## src/rtl/boss_state_tx.sv

```systemverilog
// Boss-state link transmitter: snapshots boss position and game state on each frame tick.
// Serialises each snapshot into a 6-byte packet on a byte-wide valid/ready stream.
module boss_state_tx #(
  parameter logic [7:0] HEADER = 8'hA5
) (
  input  logic        clk,
  input  logic        rst,
  input  logic        frame_tick,
  input  logic        enable,
  input  logic [1:0]  game_active,
  input  logic [11:0] boss_x,
  input  logic [11:0] boss_y,
  input  logic        tx_ready,
  output logic [7:0]  tx_data,
  output logic        tx_valid,
  output logic        busy,
  output logic        pkt_sent,
  output logic        overrun,
  output logic [3:0]  seq
);

  localparam int unsigned PKT_BYTES = 6;
  localparam logic [2:0]  LastIdx   = 3'(PKT_BYTES - 1);

  typedef enum logic [0:0] {StIdle, StSend} state_e;

  state_e      state_q, state_d;
  logic [2:0]  idx_q, idx_d;
  logic [3:0]  seq_q, seq_d;
  logic [11:0] act_x_q, act_x_d, act_y_q, act_y_d;
  logic [1:0]  act_ga_q, act_ga_d;
  logic [3:0]  act_seq_q, act_seq_d;
  logic [11:0] pend_x_q, pend_x_d, pend_y_q, pend_y_d;
  logic [1:0]  pend_ga_q, pend_ga_d;
  logic        pend_q, pend_d;

  logic       tick, xfer, last;
  logic [7:0] b1, b2, b3, b4;

  assign tick = frame_tick & enable & ~rst;
  assign xfer = (state_q == StSend) & tx_ready;
  assign last = xfer & (idx_q == LastIdx);

  always_comb begin
    state_d   = state_q;
    idx_d     = idx_q;
    seq_d     = seq_q;
    act_x_d   = act_x_q;
    act_y_d   = act_y_q;
    act_ga_d  = act_ga_q;
    act_seq_d = act_seq_q;
    pend_x_d  = pend_x_q;
    pend_y_d  = pend_y_q;
    pend_ga_d = pend_ga_q;
    pend_d    = pend_q;
    unique case (state_q)
      StIdle: begin
        if (tick) begin
          state_d   = StSend;
          idx_d     = 3'd0;
          act_x_d   = boss_x;
          act_y_d   = boss_y;
          act_ga_d  = game_active;
          act_seq_d = seq_q;
        end
      end
      StSend: begin
        if (xfer) idx_d = idx_q + 3'd1;
        if (last) begin
          seq_d = seq_q + 4'd1;
          idx_d = 3'd0;
          // Older pending snapshot goes first; a coincident tick becomes the new pending one.
          if (pend_q) begin
            act_x_d   = pend_x_q;
            act_y_d   = pend_y_q;
            act_ga_d  = pend_ga_q;
            act_seq_d = seq_q + 4'd1;
            pend_d    = tick;
            if (tick) begin
              pend_x_d  = boss_x;
              pend_y_d  = boss_y;
              pend_ga_d = game_active;
            end
          end else if (tick) begin
            act_x_d   = boss_x;
            act_y_d   = boss_y;
            act_ga_d  = game_active;
            act_seq_d = seq_q + 4'd1;
          end else begin
            state_d = StIdle;
          end
        end else if (tick) begin
          pend_d    = 1'b1;
          pend_x_d  = boss_x;
          pend_y_d  = boss_y;
          pend_ga_d = game_active;
        end
      end
      default: state_d = StIdle;
    endcase
  end

  always_ff @(posedge clk) begin
    if (rst) begin
      state_q   <= StIdle;
      idx_q     <= 3'd0;
      seq_q     <= 4'd0;
      act_x_q   <= 12'd0;
      act_y_q   <= 12'd0;
      act_ga_q  <= 2'd0;
      act_seq_q <= 4'd0;
      pend_x_q  <= 12'd0;
      pend_y_q  <= 12'd0;
      pend_ga_q <= 2'd0;
      pend_q    <= 1'b0;
    end else begin
      state_q   <= state_d;
      idx_q     <= idx_d;
      seq_q     <= seq_d;
      act_x_q   <= act_x_d;
      act_y_q   <= act_y_d;
      act_ga_q  <= act_ga_d;
      act_seq_q <= act_seq_d;
      pend_x_q  <= pend_x_d;
      pend_y_q  <= pend_y_d;
      pend_ga_q <= pend_ga_d;
      pend_q    <= pend_d;
    end
  end

  assign b1 = act_x_q[11:4];
  assign b2 = {act_x_q[3:0], act_y_q[11:8]};
  assign b3 = act_y_q[7:0];
  assign b4 = {act_seq_q, 2'b00, act_ga_q};

  always_comb begin
    tx_data = 8'h00;
    if (state_q == StSend) begin
      case (idx_q)
        3'd0:    tx_data = HEADER;
        3'd1:    tx_data = b1;
        3'd2:    tx_data = b2;
        3'd3:    tx_data = b3;
        3'd4:    tx_data = b4;
        3'd5:    tx_data = b1 ^ b2 ^ b3 ^ b4;
        default: tx_data = 8'h00;
      endcase
    end
  end

  assign tx_valid = (state_q == StSend);
  assign busy     = (state_q == StSend);
  assign pkt_sent = last & ~rst;
  assign overrun  = tick & pend_q;
  assign seq      = seq_q;

endmodule

```

## config.mk

```make
export PLATFORM = sky130hd
export DESIGN_NAME = boss_state_tx
export DESIGN_NICKNAME = d
export VERILOG_FILES = /design/src/rtl/boss_state_tx.sv
export SDC_FILE = /design/constraint.sdc
export NUM_CORES = 1
export LEC_CHECK = 0
export ABC_AREA = 1
export ABC_CLOCK_PERIOD_IN_PS = 2060
export CAP_MARGIN = 10
export CORE_ASPECT_RATIO = 1.75
export CORE_MARGIN = 2
export CORE_UTILIZATION = 50
export CTS_CLUSTER_DIAMETER = 30
export DETAILED_ROUTE_END_ITERATION = 16
export GPL_ROUTABILITY_DRIVEN = 0
export PLACE_DENSITY = 0.73
export SLEW_MARGIN = 20
export SYNTH_ARGS = -nofsm -noshare
export SYNTH_HDL_FRONTEND = slang
export SYNTH_SLANG_ARGS = --single-unit
```

## constraint.sdc

```tcl
create_clock -name clk -period 2.06 [get_ports clk]
set_input_delay 0.618 -clock clk [delete_from_list [all_inputs] [get_ports clk]]
set_output_delay 0.618 -clock clk [all_outputs]
set_load 0.02 [all_outputs]
```

==> metrics.txt <==
total grt overflow=0; initial core utilization=51.31%; status=finished, violations left; failing checks=negative setup slack; number of DRC markers in iteration 0=249; Slew Limit Fails=0; clk_skew=0.005943 ns; CP cell instances=inv_4, ha_4, inv_2, nor2_4, nand2_2, o21ai_2, nor2_2, a21oi_2, buf_4; Clock Sinks=65; Port Buffers=46; io pins=47; htree depth=3; DIE AREA=8513 µm²; RSZ-0062 raised after global routing=yes; synth unique cells=26; detailed-route wire length per cell=12.75 µm; Placed Area=4641 µm²; drt drc=0; Seq. cell area=1310 µm²; number of vias per cell=5.150; largest stage delay on the critical path=0.36 ns; slew of the pin with the lowest slew margin=0.6318 ns; Num CTS Buffers=9; first-pass GRT wire length=17830 µm; hold buffers post-CTS=0; core region area=7567 µm²; fin nets=748; period utilisation layout=113.3%; slowest CP cell=dfxtp_4; fmax=428.6 MHz; post-DP HPWL=7184 µm; worst hold slack=0.4629 ns; LEAKAGE=2.576 nW; area of the multi-input gates=2266 µm²; Synth Instances=647; largest net degree at the start of global routing=65; Layout fillers=683; Worst VDD drop=0.0006287 V; syn_area_per_cell=6.001 µm²; Worst Path Buf+Inv=3; min cycle time layout=2.333 ns; CP endpoint kind=output pin; Fin. Hold Viols=0; layout cells sized above 1=15.22%; area grow syn2layout=29.65%; buffer depth of the longest clock path=2; Data arrival, critical path=1.72 ns; CP Launch Type=register; worst skew pair latency=0.34 ns; cell area after synthesis=3882 µm²; Worst Path Required=1.44 ns; register area share after synthesis=33.52%; number of global-route vias before repair=3994; FF+latch count, synth=65; Ys Warns=0; post-route setup slack=-0.2730 ns; die width=70.61 µm; HP Class=reg2reg; Syn Nets=684; Power per Cell Area=682.0 nW/µm²; overall power=3.433 mW; relative max-transition margin=57.88%; CP Max Fanout=7; clk root buf=clkbuf_16; Final ANT Viol Nets=0; TritonCTS clock tree=done; Pre-antenna DRT Iters=5; Antenna Cells=0; Vias=4141; Setup CP Type=reg2out; Max-Cap Viols=0; WL final=10250 µm; delay-heaviest family, CP=simple AND/OR/NAND/NOR gates; final instance area=5034 µm²; initial antenna violation count=0; Worst-path clk slew=0.05 ns; Final setup viols=9; row count=42; die height=120.6 µm; Tot GR Track Use=25.89%
-- worst paths after layout --
kind / end / from / cells past startpoint / slack, ns
worst max-delay path: tx_data[7] / idx_q[1] / 9 / -0.27
worst min register to register: pend_y_q[10] / pend_y_q[10] / 2 / 0.46
worst max register to register: pend_x_q[11] / idx_q[1] / 14 / 0.17
worst min-delay path: pend_y_q[10] / pend_y_q[10] / 2 / 0.46
-- through the flow --
step	std cells	TNS [ns]	setup slack, ns	util, %
global route	804	-2.734	-0.3356	66.52
detailed placement	788	-6.548	-0.5679	61.33
CTS	802	-1.879	-0.2518	65.76
global placement	788	-5.728	-0.5522	61.33
floorplan	647	0	0.002801	-
finish	804	-2.098	-0.2730	66.52
-- per-layer routing --
layer	share of wire, %	routed length [µm]	GRT usage [%]
met1	40	4073	29.98
met2	51	5204	43.51
met3	4.0	409	5.333
met4	5.5	564	15.21
met5	0	0	0
-- cell usage in the layout, fill, tap and decap left out, types with 7 or more instances in the layout --
master	synthesis	final
clkdlybuf4s50_1	0	28
nand2_2	11	13
dlygate4sd2_1	0	7
nor2_1	119	117
buf_4	4	40
nand3_1	65	62
clkbuf_16	0	9
o21ai_0	19	14
a21oi_1	28	24
dfxtp_1	65	62
nand2_1	223	220
inv_1	63	60
-- worst reg2reg max path, cell delays in order, from the launching register on --
cell,delay (ns)
dfxtp_4,0.36
inv_4,0.08
ha_4,0.13
buf_4,0.15
nand2_8,0.09
inv_8,0.09
buf_12,0.11
nand2_8,0.04
buf_4,0.15
nand2_8,0.09
nand2_4,0.07
nand2_4,0.25
nand2_1,0.10
nand2_1,0.07
inv_1,0.03
-- cell usage after synthesis --
master    number  area (µm²)
inv_4          1       6.260
nand3_1       65       325.3
a21oi_1       28       140.1
xnor2_1        3       26.28
buf_4          4       30.03
o21a_1         1       7.510
buf_6          2       22.52
clkinv_8       1       16.27
nand2_8        2       40.04
nor2_4         1       11.26
dfxtp_1       65        1301
xor2_1         1       8.760
inv_1         63       236.5
nand4_1        1       6.260
ha_1           6       75.07
inv_2          1       3.750
o21ai_0       19       95.09
buf_8          1       15.01
nor2_2         1       6.260
clkbuf_1       7       26.28
nor2_1       119       446.7
nand2_4        5       56.30
nand2_1      223       837.1
buf_1          5       18.77
buf_2         11       55.05
nand2_2       11       68.82
-- registers in the layout, indices dropped and copies added, names as in the netlist --
signal / flops
act_seq_q: 4
pend_q: 1
pend_y_q: 12
pend_x_q: 12
busy: 1
seq: 4
idx_q: 3
act_y_q: 12
act_x_q: 12
act_ga_q: 2
pend_ga_q: 2
-- area by class of cell --
class,count,share of cell area [%]
multi-input combinational,486,45.02
sequential,65,26.03
timing repair buffer,82,15.21
inverter,66,5.270
clock buffer,9,4.474
tap,88,2.187
clock inverter,7,1.591
timing repair inverter,1,0.2237
-- kinds of logic after synthesis --
group | synth area share [%]
fa+ha+maj | 1.934
xor+xnor | 0.9025
flops | 33.52
buf+inv | 11.09
compound gates | 6.252
simple gates | 46.31
-- timing repair --
item	CTS	global route
setup endpoints to repair	13	10
pin swaps	12	10
resized for setup	87	7
gates cloned	0	1
buffers inserted	0	1
-- power breakdown --
group / total, mW / switching (mW) / internal (mW) / leakage [nW]
sequential: 1.35 / 0.0466 / 1.31 / 0.530
combinational: 0.541 / 0.309 / 0.232 / 1.90
clock: 1.54 / 0.592 / 0.945 / 0.142
Power figures use the tool's default switching activity.
